`src/rtl/hazard_ctrl_if.sv`:
```
//------------------------------------------------------------------------------
// Module      : hazard_ctrl_if
// Description : Pipeline hazard control bundle. The master side drives the
//               stage information and the slave side drives the register controls.
// Revision    : 1.0 - initial release
//------------------------------------------------------------------------------
`default_nettype none

interface hazard_ctrl_if #(
    parameter int CNT_W = 16
);
    logic [2:0]       rs_D;
    logic             rs_used_D;
    logic [2:0]       rt_D;
    logic             rt_used_D;
    logic             halt_D;
    logic [2:0]       rd_EX;
    logic             rf_writeEn_EX;
    logic [1:0]       memreg_EX;
    logic [2:0]       rd_MEM;
    logic             rf_writeEn_MEM;
    logic             branch_taken_EX;
    logic             imem_ready;
    logic             pc_en;
    logic             fd_en;
    logic             fd_flush;
    logic             dex_en;
    logic             dex_bubble;
    logic             halted;
    logic [CNT_W-1:0] stall_cnt;

    modport master (
        output rs_D, rs_used_D, rt_D, rt_used_D, halt_D,
        output rd_EX, rf_writeEn_EX, memreg_EX, rd_MEM, rf_writeEn_MEM,
        output branch_taken_EX, imem_ready,
        input  pc_en, fd_en, fd_flush, dex_en, dex_bubble, halted, stall_cnt
    );

    modport slave (
        input  rs_D, rs_used_D, rt_D, rt_used_D, halt_D,
        input  rd_EX, rf_writeEn_EX, memreg_EX, rd_MEM, rf_writeEn_MEM,
        input  branch_taken_EX, imem_ready,
        output pc_en, fd_en, fd_flush, dex_en, dex_bubble, halted, stall_cnt
    );
endinterface

`default_nettype wire

```
`src/rtl/hazard_ctrl.sv`:
```
//------------------------------------------------------------------------------
// Module      : hazard_ctrl
// Description : F/D and D/EX pipeline register control. It handles RAW stalls,
//               branch squash, imem wait and halt drain, and it counts stall cycles.
//               Define FORWARD_EN to restrict stalls to load-use against EX.
// Revision    : 1.0 - initial release
//------------------------------------------------------------------------------
`default_nettype none

module hazard_ctrl #(
    parameter int CNT_W     = 16,
    parameter int DRAIN_CYC = 3
) (
    input  wire logic    clk,
    input  wire logic    rst,
    hazard_ctrl_if.slave bus
);

    localparam int               c_DW         = (DRAIN_CYC > 1) ? $clog2(DRAIN_CYC) : 1;
    localparam logic [c_DW-1:0]  c_DRAIN_LOAD = c_DW'(DRAIN_CYC - 1);
    localparam logic [1:0]       c_ST_RUN     = 2'd0;
    localparam logic [1:0]       c_ST_DRAIN   = 2'd1;
    localparam logic [1:0]       c_ST_HALTED  = 2'd2;

    logic [1:0]       r_state;
    logic [1:0]       w_state_nxt;
    logic [c_DW-1:0]  r_drain;
    logic [c_DW-1:0]  w_drain_nxt;
    logic [CNT_W-1:0] r_stall_cnt;
    logic             w_pc_en;
    logic             w_fd_en;
    logic             w_fd_flush;
    logic             w_dex_en;
    logic             w_dex_bubble;
    logic             w_count;
    logic             w_hazard;

    function automatic logic f_src_match(
        input logic [2:0] rs, input logic rs_used,
        input logic [2:0] rt, input logic rt_used,
        input logic [2:0] dst
    );
        return (rs_used && (rs == dst)) || (rt_used && (rt == dst));
    endfunction

`ifdef FORWARD_EN
    // Forwarding covers everything except a load still in EX.
    logic w_unused_mem;
    assign w_unused_mem = ^{bus.rd_MEM, bus.rf_writeEn_MEM};
    assign w_hazard = bus.rf_writeEn_EX && (bus.memreg_EX == 2'b01) &&
                      f_src_match(bus.rs_D, bus.rs_used_D, bus.rt_D, bus.rt_used_D, bus.rd_EX);
`else
    // The WB stage is covered by RF write-through, so only EX and MEM are checked.
    logic w_unused_memreg;
    assign w_unused_memreg = ^bus.memreg_EX;
    assign w_hazard =
        (bus.rf_writeEn_EX &&
         f_src_match(bus.rs_D, bus.rs_used_D, bus.rt_D, bus.rt_used_D, bus.rd_EX)) ||
        (bus.rf_writeEn_MEM &&
         f_src_match(bus.rs_D, bus.rs_used_D, bus.rt_D, bus.rt_used_D, bus.rd_MEM));
`endif

    always_comb begin
        w_pc_en      = 1'b0;
        w_fd_en      = 1'b0;
        w_fd_flush   = 1'b0;
        w_dex_en     = 1'b0;
        w_dex_bubble = 1'b0;
        w_state_nxt  = r_state;
        w_drain_nxt  = r_drain;
        case (r_state)
            c_ST_RUN: begin
                if (bus.branch_taken_EX) begin
                    w_pc_en      = 1'b1;
                    w_fd_en      = 1'b1;
                    w_fd_flush   = 1'b1;
                    w_dex_en     = 1'b1;
                    w_dex_bubble = 1'b1;
                end else if (w_hazard) begin
                    w_dex_en     = 1'b1;
                    w_dex_bubble = 1'b1;
                end else if (bus.halt_D) begin
                    w_fd_en     = 1'b1;
                    w_fd_flush  = 1'b1;
                    w_dex_en    = 1'b1;
                    w_state_nxt = c_ST_DRAIN;
                    w_drain_nxt = c_DRAIN_LOAD;
                end else if (!bus.imem_ready) begin
                    w_fd_en    = 1'b1;
                    w_fd_flush = 1'b1;
                    w_dex_en   = 1'b1;
                end else begin
                    w_pc_en  = 1'b1;
                    w_fd_en  = 1'b1;
                    w_dex_en = 1'b1;
                end
            end
            c_ST_DRAIN: begin
                // Halt is the youngest instruction, so branches and hazards are not possible here.
                w_fd_en      = 1'b1;
                w_fd_flush   = 1'b1;
                w_dex_en     = 1'b1;
                w_dex_bubble = 1'b1;
                if (r_drain == '0) begin
                    w_state_nxt = c_ST_HALTED;
                end else begin
                    w_drain_nxt = r_drain - c_DW'(1);
                end
            end
            c_ST_HALTED: begin
                w_state_nxt = c_ST_HALTED;
            end
            default: begin
                w_state_nxt = c_ST_RUN;
            end
        endcase
        if (!rst) begin
            w_pc_en      = 1'b0;
            w_fd_en      = 1'b0;
            w_fd_flush   = 1'b0;
            w_dex_en     = 1'b0;
            w_dex_bubble = 1'b0;
        end
    end

    assign w_count = rst && (r_state != c_ST_HALTED) && (!w_pc_en || w_dex_bubble);

    always_ff @(posedge clk or negedge rst) begin
        if (!rst) begin
            r_state     <= c_ST_RUN;
            r_drain     <= '0;
            r_stall_cnt <= '0;
        end else begin
            r_state <= w_state_nxt;
            r_drain <= w_drain_nxt;
            if (w_count && (r_stall_cnt != {CNT_W{1'b1}})) begin
                r_stall_cnt <= r_stall_cnt + CNT_W'(1);
            end
        end
    end

    assign bus.pc_en      = w_pc_en;
    assign bus.fd_en      = w_fd_en;
    assign bus.fd_flush   = w_fd_flush;
    assign bus.dex_en     = w_dex_en;
    assign bus.dex_bubble = w_dex_bubble;
    assign bus.halted     = (r_state == c_ST_HALTED);
    assign bus.stall_cnt  = r_stall_cnt;

endmodule

`default_nettype wire

```
`src/flat_wrapper.sv`:
```
// flat-port wrapper written by rule: the top's interface ports become plain ports
module hazard_ctrl_flat 
#(
    parameter int CNT_W     = 16,
    parameter int DRAIN_CYC = 3
)
  (clk, rst, bus_rs_D, bus_rs_used_D, bus_rt_D, bus_rt_used_D, bus_halt_D, bus_rd_EX, bus_rf_writeEn_EX, bus_memreg_EX, bus_rd_MEM, bus_rf_writeEn_MEM, bus_branch_taken_EX, bus_imem_ready, bus_pc_en, bus_fd_en, bus_fd_flush, bus_dex_en, bus_dex_bubble, bus_halted, bus_stall_cnt);
  hazard_ctrl_if #(.CNT_W(CNT_W)) bus_i ();
  input  wire logic clk;
  input  wire logic rst;
  input wire logic [$bits(bus_i.rs_D)-1:0] bus_rs_D;
  input wire logic [$bits(bus_i.rs_used_D)-1:0] bus_rs_used_D;
  input wire logic [$bits(bus_i.rt_D)-1:0] bus_rt_D;
  input wire logic [$bits(bus_i.rt_used_D)-1:0] bus_rt_used_D;
  input wire logic [$bits(bus_i.halt_D)-1:0] bus_halt_D;
  input wire logic [$bits(bus_i.rd_EX)-1:0] bus_rd_EX;
  input wire logic [$bits(bus_i.rf_writeEn_EX)-1:0] bus_rf_writeEn_EX;
  input wire logic [$bits(bus_i.memreg_EX)-1:0] bus_memreg_EX;
  input wire logic [$bits(bus_i.rd_MEM)-1:0] bus_rd_MEM;
  input wire logic [$bits(bus_i.rf_writeEn_MEM)-1:0] bus_rf_writeEn_MEM;
  input wire logic [$bits(bus_i.branch_taken_EX)-1:0] bus_branch_taken_EX;
  input wire logic [$bits(bus_i.imem_ready)-1:0] bus_imem_ready;
  output wire logic [$bits(bus_i.pc_en)-1:0] bus_pc_en;
  output wire logic [$bits(bus_i.fd_en)-1:0] bus_fd_en;
  output wire logic [$bits(bus_i.fd_flush)-1:0] bus_fd_flush;
  output wire logic [$bits(bus_i.dex_en)-1:0] bus_dex_en;
  output wire logic [$bits(bus_i.dex_bubble)-1:0] bus_dex_bubble;
  output wire logic [$bits(bus_i.halted)-1:0] bus_halted;
  output wire logic [$bits(bus_i.stall_cnt)-1:0] bus_stall_cnt;
  assign bus_i.rs_D = bus_rs_D;
  assign bus_i.rs_used_D = bus_rs_used_D;
  assign bus_i.rt_D = bus_rt_D;
  assign bus_i.rt_used_D = bus_rt_used_D;
  assign bus_i.halt_D = bus_halt_D;
  assign bus_i.rd_EX = bus_rd_EX;
  assign bus_i.rf_writeEn_EX = bus_rf_writeEn_EX;
  assign bus_i.memreg_EX = bus_memreg_EX;
  assign bus_i.rd_MEM = bus_rd_MEM;
  assign bus_i.rf_writeEn_MEM = bus_rf_writeEn_MEM;
  assign bus_i.branch_taken_EX = bus_branch_taken_EX;
  assign bus_i.imem_ready = bus_imem_ready;
  assign bus_pc_en = bus_i.pc_en;
  assign bus_fd_en = bus_i.fd_en;
  assign bus_fd_flush = bus_i.fd_flush;
  assign bus_dex_en = bus_i.dex_en;
  assign bus_dex_bubble = bus_i.dex_bubble;
  assign bus_halted = bus_i.halted;
  assign bus_stall_cnt = bus_i.stall_cnt;
  hazard_ctrl #(.CNT_W(CNT_W), .DRAIN_CYC(DRAIN_CYC)) u_core (.clk(clk), .rst(rst), .bus(bus_i));
endmodule
```
`config.mk`:
```
export PLATFORM = sky130hd
export DESIGN_NAME = hazard_ctrl_flat
export DESIGN_NICKNAME = d
export VERILOG_FILES = /design/src/rtl/hazard_ctrl_if.sv /design/src/rtl/hazard_ctrl.sv /design/src/flat_wrapper.sv
export SDC_FILE = /design/constraint.sdc
export NUM_CORES = 1
export LEC_CHECK = 0
export BUFFER_PORTS_ARGS = -buffer_cell sky130_fd_sc_hd__buf_2
export CAP_MARGIN = 20
export CORE_MARGIN = 4
export CORE_UTILIZATION = 30
export CTS_BUF_LIST = sky130_fd_sc_hd__clkbuf_2 sky130_fd_sc_hd__clkbuf_4 sky130_fd_sc_hd__clkbuf_8
export CTS_CLUSTER_SIZE = 30
export DETAILED_ROUTE_END_ITERATION = 10
export GPL_TIMING_DRIVEN = 0
export PLACE_DENSITY = 0.55
export REMOVE_ABC_BUFFERS = 1
export SLEW_MARGIN = 10
export SYNTH_ARGS = -nofsm -noshare
export SYNTH_HDL_FRONTEND = slang
export SYNTH_SLANG_ARGS = --single-unit
```
`constraint.sdc`:
```
create_clock -name clk -period 2.2 [get_ports clk]
set_input_delay 0.22 -clock clk [delete_from_list [all_inputs] [get_ports clk]]
set_output_delay 0.22 -clock clk [all_outputs]
set_load 0.005 [all_outputs]
```
==> results.sh, run 1 <==
export IMPL_status="completed"
export IMPL_fin_crit_sh_pct=91.7
export IMPL_required_ns=2.35
export IMPL_grt_pass1_vias=1172
export IMPL_max_stage_delay_ns=0.42
export IMPL_wirelength_um=3210
export IMPL_min_period_ns=2.02
export IMPL_wl_per_cell_um=13.9
export IMPL_finalHoldViolations=0
export IMPL_p_switching_uw=623
export IMPL_worst_path_buf_inv=0
export IMPL_htreeDepth=1
export IMPL_cp_end_kind="flop"
export IMPL_maxCapViolCount=0
export IMPL_critPathTopFamily="simple AND/OR/NAND/NOR gates"
export IMPL_placedCellCount=223
export IMPL_die_y_um=76.3
export IMPL_overflow=0
export IMPL_antenna_left=0
export IMPL_comb_power_share_pct=44.5
export IMPL_p_int_uw=1000
export IMPL_synth_edf_count=0
export IMPL_syn_area_per_cell_um2=10.7
export IMPL_grt_antenna_before_repair=0
export IMPL_io_pins=45
export IMPL_finalNonFillerCells=230
export IMPL_numCtsBuffers=3
export IMPL_cp_cell_sequence="ha_1, nand2_2, or2_4, nor3_1, or2_4, nor2_1, mux2_2"
export IMPL_nets=207
export IMPL_synth_main_ff_cell="dfrtp_1"
export IMPL_slew_viol_final=0
export IMPL_synth_seq_cells=20
export IMPL_tightest_slew_ns=0.403
export IMPL_num_vias=1162
export IMPL_critPathKind="reg -> reg"
export IMPL_n_antenna_cell=0
export IMPL_numPortBuffers=42
export IMPL_core_rowCount=24
export IMPL_drive_gt1_share_pct=40.4
export IMPL_peakVddDrop_mv=0.399
export IMPL_critPathLaunchType="flop"
export IMPL_fmax_mhz=496
export IMPL_cts_root_buf="clkbuf_8"
export IMPL_start_util_pct=31.5
export IMPL_grt_pass1_wl_um=5340
export IMPL_cts_tree="built"
export IMPL_grt_max_degree=21
export IMPL_drt_pass1_iterations=4
export IMPL_path_max_fanout=14
export IMPL_insertion_delay_ns=0.26
export IMPL_netlist_instances=131
export IMPL_die_w_um=76.3
export IMPL_path_clk_slew_ns=0.08
export IMPL_ys_warn_count=0
export IMPL_sw_frac_of_total_pct=38.3
export IMPL_finalSetupViolations=0
export IMPL_grt_use_total_pct=11.2
export IMPL_cp_data_arrival_time_ns=2.17
export IMPL_ys_seq_area_share_pct=35.8
export IMPL_worst_path_max_delay_cell="dfrtp_1"
export IMPL_grt_setup_unrepaired="false"
export IMPL_place_congestion=0.755
export IMPL_drtIter0Drc=65
export IMPL_synthToLayoutAreaGrowth_pct=24.3
export IMPL_core_area_mm2=0.00444
export IMPL_p_per_area_mw_per_mm2=935
export IMPL_die_area_mm2=0.00582
export IMPL_slew_headroom_pct=72.9
export IMPL_pwr_share_clk_pct=17.5
export IMPL_drc=0
export IMPL_cts_num_sinks=20
export IMPL_finalPower_uw=1630
export IMPL_viasPerCell=5.05
export IMPL_cts_buffer_depth=2
export IMPL_fin_skew_ns=0.00287
export IMPL_async_reset_ff_share_pct=100
export IMPL_final_util_pct=39.1
export IMPL_cp_common_cell="or2_4"
export IMPL_ys_types=41
export IMPL_synthesis_area_mm2=0.00140
export IMPL_p_leak_uw=0.000786
export IMPL_dpl_hpwl_um=2470
export IMPL_pwr_share_seq_pct=38.0
export IMPL_hold_path_class="in -> async"
## final timing paths
kind	start	to	slack, ns	cells past startpoint
worst max-delay path	u_core.bus.stall_cnt[0]$_DFFE_PN0P_	u_core.bus.stall_cnt[1]$_DFFE_PN0P_	0.18	7
worst min-delay path	rst	u_core.bus.stall_cnt[10]$_DFFE_PN0P_	0.40	2
worst max register to register	u_core.bus.stall_cnt[0]$_DFFE_PN0P_	u_core.bus.stall_cnt[1]$_DFFE_PN0P_	0.18	7
worst min register to register	u_core.bus.stall_cnt[15]$_DFFE_PN0P_	u_core.bus.stall_cnt[15]$_DFFE_PN0P_	0.50	1
max in group asynchronous	rst	u_core.bus.stall_cnt[3]$_DFFE_PN0P_	1.40	3
min in group clk	bus_branch_taken_EX	u_core.r_drain[1]$_DFFE_PN0P_	0.43	4
## power by group through the flow
stage / sequential [µW] / clock (µW) / combinational, µW
after floorplan: 614 / 0 / 451
after global placement: 614 / 0 / 679
after detailed placement: 625 / 0 / 714
after CTS: 618 / 294 / 722
after global routing: 641 / 308 / 797
final: 618 / 284 / 723
## area by class of cell
| class | instances | area (µm²) |
|---|---|---|
| Tap cell | 52 | 65.1 |
| Clock buffer | 4 | 55.1 |
| Fill cell | 436 | 2710 |
| Inverter | 9 | 33.8 |
| Timing Repair Buffer | 46 | 254 |
| Sequential cell | 20 | 500 |
| Multi-Input combinational cell | 99 | 831 |
## sequential cells by signal, summed over array words and instances (netlist names)
| name | cells |
|---|---|
| u_core.r_drain | 2 |
| u_core.bus.stall_cnt | 16 |
| u_core.r_state | 2 |
## placed cells by master, fill, tap and decap left out, types with 3 or more instances in the layout
cell type,count
nand4_1,6
xor2_1,13
nand3_1,5
inv_1,9
nor2b_1,3
a21oi_1,3
nor3_1,5
clkbuf_8,4
nor4_2,3
ha_1,5
dfrtp_1,20
nor2_1,3
xnor2_1,13
buf_2,42
mux2_2,3
nand2_1,5
## cells by family after synthesis
kind of cell	after synthesis	share of synthesized area, %
AND/OR/NAND/NOR	51	26.5
multiplexers	3	2.41
adder cells (fa/ha/maj)	5	4.47
AO/OA/AOI/OAI	14	9.12
flip-flops	20	35.8
buffers and inverters	12	5.46
XOR/XNOR	26	16.3
## through the flow
step                hold WS, ns  TNS (ns)  setup WS, ns  area, µm²
floorplan               -0.0756   -0.0657       -0.0657       1360
global placement          0.215     -4.01        -0.414       1630
detailed placement        0.229    -0.382        -0.163       1640
CTS                       0.420         0        0.0156       1710
global route              0.429         0       0.00640       1740
finish                    0.404         0         0.182       1740
## routing by layer
layer / track usage [%] / vias to the layer above / wire length (µm) / share of wire, %
li1: - / 555 / - / -
met3: 2.72 / 6 / 136 / 4.2
met4: 3.44 / 0 / 65 / 2.0
met5: 0 / - / 0 / 0
met1: 12.3 / 573 / 1270 / 40
met2: 21.0 / 28 / 1730 / 54
## cell usage after synthesis (3+ instances only)
cell type	n	share of area, %
xor2_1	13	8.1
ha_1	5	4.5
nor2b_1	3	1.3
mux2_2	3	2.4
nor4_2	3	2.7
nor2_1	3	0.80
inv_1	9	2.4
nand3_1	5	1.8
dfrtp_1	20	36
a21oi_1	3	1.1
xnor2_1	13	8.1
nor3_1	5	1.8
nand2_1	5	1.3
nand4_1	6	2.7
## what timing repair did
action                                  CTS  global route
gates cloned                              0             0
pin swaps                                 0             1
buffers inserted                          0             1
hold buffers                              1             0
endpoints found under the hold margin    20             0
resized for setup                         2             1
endpoints found under the setup margin   13             8
No activity file was read; power rests on OpenSTA's default activity.
==> run 2, diff against run 1 <==
CORE_MARGIN = 3   (was 4)
==> run 2 against run 1 <==
Effect of this change:
- first-iteration DRC count shrank 20%
- clock skew shrank 0.0012 ns
- die area shrank 5.2%
- routed wire length shrank 1.9%
- critical path type unchanged
- largest cell class unchanged
==> results.sh, run 2 (synthesis gave the netlist of run 1 again) <==
export IMPL_finalSetupViolations=0
export IMPL_required_ns=2.34
export IMPL_grt_use_met1_pct=15.5
export IMPL_setup_ws_ns=0.184
export IMPL_cts_root_buf="clkbuf_8"
export IMPL_path_max_fanout=9
export IMPL_cts_num_sinks=20
export IMPL_critPathTopFamily="simple AND/OR/NAND/NOR gates"
export IMPL_synthToLayoutAreaGrowth_pct=22.9
export IMPL_numPortBuffers=42
export IMPL_grt_max_degree=21
export IMPL_grt_use_total_pct=12.2
export IMPL_core_area_mm2=0.00441
export IMPL_worst_path_buf_inv=2
export IMPL_cp_end_kind="flop"
export IMPL_cts_tree="built"
export IMPL_final_util_pct=38.9
export IMPL_finalSetupTns_ns=0
export IMPL_io_pins=45
export IMPL_fmax_mhz=496
export IMPL_maxCapViolCount=0
export IMPL_finalPower_uw=1620
export IMPL_largest_register_ffs=16
export IMPL_grt_pass1_wl_um=5180
export IMPL_start_util_pct=31.7
export IMPL_num_vias=1132
export IMPL_layout_common_cells="42 x buf_2, 20 x dfrtp_1, 13 x xnor2_1, 13 x xor2_1, 9 x inv_1"
export IMPL_slew_viol_final=0
export IMPL_p_leak_uw=0.000773
export IMPL_drive_gt1_share_pct=40.3
export IMPL_max_stage_delay_ns=0.37
export IMPL_insertion_delay_ns=0.26
export IMPL_place_congestion=0.745
export IMPL_slew_headroom_pct=39.4
export IMPL_viasPerCell=4.96
export IMPL_grt_setup_unrepaired="false"
export IMPL_overflow=0
export IMPL_postCtsSetupRepairBufs=0
export IMPL_pre_cts_slack_ns=-0.137
export IMPL_hold_path_class="in -> reg"
export IMPL_finalHoldViolations=0
export IMPL_wl_per_cell_um=13.8
export IMPL_cp_data_arrival_time_ns=2.15
export IMPL_min_period_ns=2.02
export IMPL_peakVddDrop_mv=0.350
export IMPL_grt_pass1_vias=1097
export IMPL_die_area_mm2=0.00552
export IMPL_n_antenna_cell=0
export IMPL_wirelength_um=3150
export IMPL_antenna_left=0
export IMPL_path_clk_slew_ns=0.08
export IMPL_top_usage_layer="met2"
export IMPL_nets=205
export IMPL_cp_cell_sequence="inv_1, ha_1, nor2_1, nand3_1, nor3_4, buf_6, nor3b_1, xor2_1"
export IMPL_dpl_hpwl_um=2460
export IMPL_critPathKind="reg -> reg"
export IMPL_cts_buffer_depth=2
export IMPL_grt_use_met2_pct=21.0
export IMPL_core_rowCount=24
export IMPL_drc=0
export IMPL_p_per_area_mw_per_mm2=943
export IMPL_status="completed"
export IMPL_worst_path_max_delay_cell="dfrtp_1"
export IMPL_die_y_um=74.3
export IMPL_drtIter0Drc=52
export IMPL_die_w_um=74.3
export IMPL_numCtsBuffers=3
export IMPL_met3_usage_pct=3.51
export IMPL_tightest_slew_ns=0.905
export IMPL_drt_pass1_iterations=4
export IMPL_htreeDepth=1
export IMPL_fin_skew_ns=0.00170
export IMPL_fin_crit_sh_pct=91.6
export IMPL_final_common_cell="buf_2"
export IMPL_grt_antenna_before_repair=0
export IMPL_critPathLaunchType="flop"
## run 2: cell count changes in the layout (fill, tap and decap cells not counted)
cell / before / now
nor2_1: 3 / 2
buf_4: 1 / 0
buf_8: 1 / 0
nor2_2: 0 / 1
## run 2: stage by stage
stage	area (µm²)	hold slack, ns	std cells
after floorplan	1360	-0.0756	128
after global routing	1720	0.443	228
after global placement	1630	0.210	222
after CTS	1710	0.413	228
final	1720	0.417	228
after detailed placement	1640	0.226	223
## run 2: worst register-to-register path, cell delays in order, from the launching register on
cell and delay (ns):
dfrtp_1 0.37, inv_1 0.07, ha_1 0.24, nor2_1 0.25, nand3_1 0.16, nor3_4 0.35
buf_6 0.23, nor3b_1 0.08, xor2_1 0.15
## run 2: worst paths after layout
path,from,endpoint,slack [ns],cells past startpoint
max in group asynchronous,rst,u_core.bus.stall_cnt[5]$_DFFE_PN0P_,0.95,2
worst min register to register,u_core.bus.stall_cnt[15]$_DFFE_PN0P_,u_core.bus.stall_cnt[15]$_DFFE_PN0P_,0.49,1
worst max-delay path,u_core.r_state[1]$_DFFE_PN0P_,u_core.bus.stall_cnt[2]$_DFFE_PN0P_,0.18,8
min in group asynchronous,rst,u_core.bus.stall_cnt[9]$_DFFE_PN0P_,0.70,2
worst max register to register,u_core.r_state[1]$_DFFE_PN0P_,u_core.bus.stall_cnt[2]$_DFFE_PN0P_,0.18,8
worst min-delay path,bus_branch_taken_EX,u_core.r_drain[1]$_DFFE_PN0P_,0.42,4
## run 2: final cells by class
cell class,instances,area [µm²]
Clock buffer,4,55.1
Timing Repair Buffer,44,231
Inverter,9,33.8
Tap cell,52,65.1
Multi-Input combinational cell,99,833
Sequential cell,20,500
Fill cell,434,2700
## run 2: power breakdown
group	internal [µW]	total (µW)	switching [µW]
registers	487	621	133
clock network	159	287	128
logic	352	713	361
total	999	1620	623
## run 2: metal layers
metal,vias up,wire length (µm)
li1,553,-
met1,557,1330
met2,20,1670
met3,2,121
met4,0,19
met5,-,0
## run 2: timing repair
item	in CTS	in global routing
hold buffers	1	0
gates resized for setup	1	3
setup endpoints to repair	8	11
hold endpoints to repair	20	0
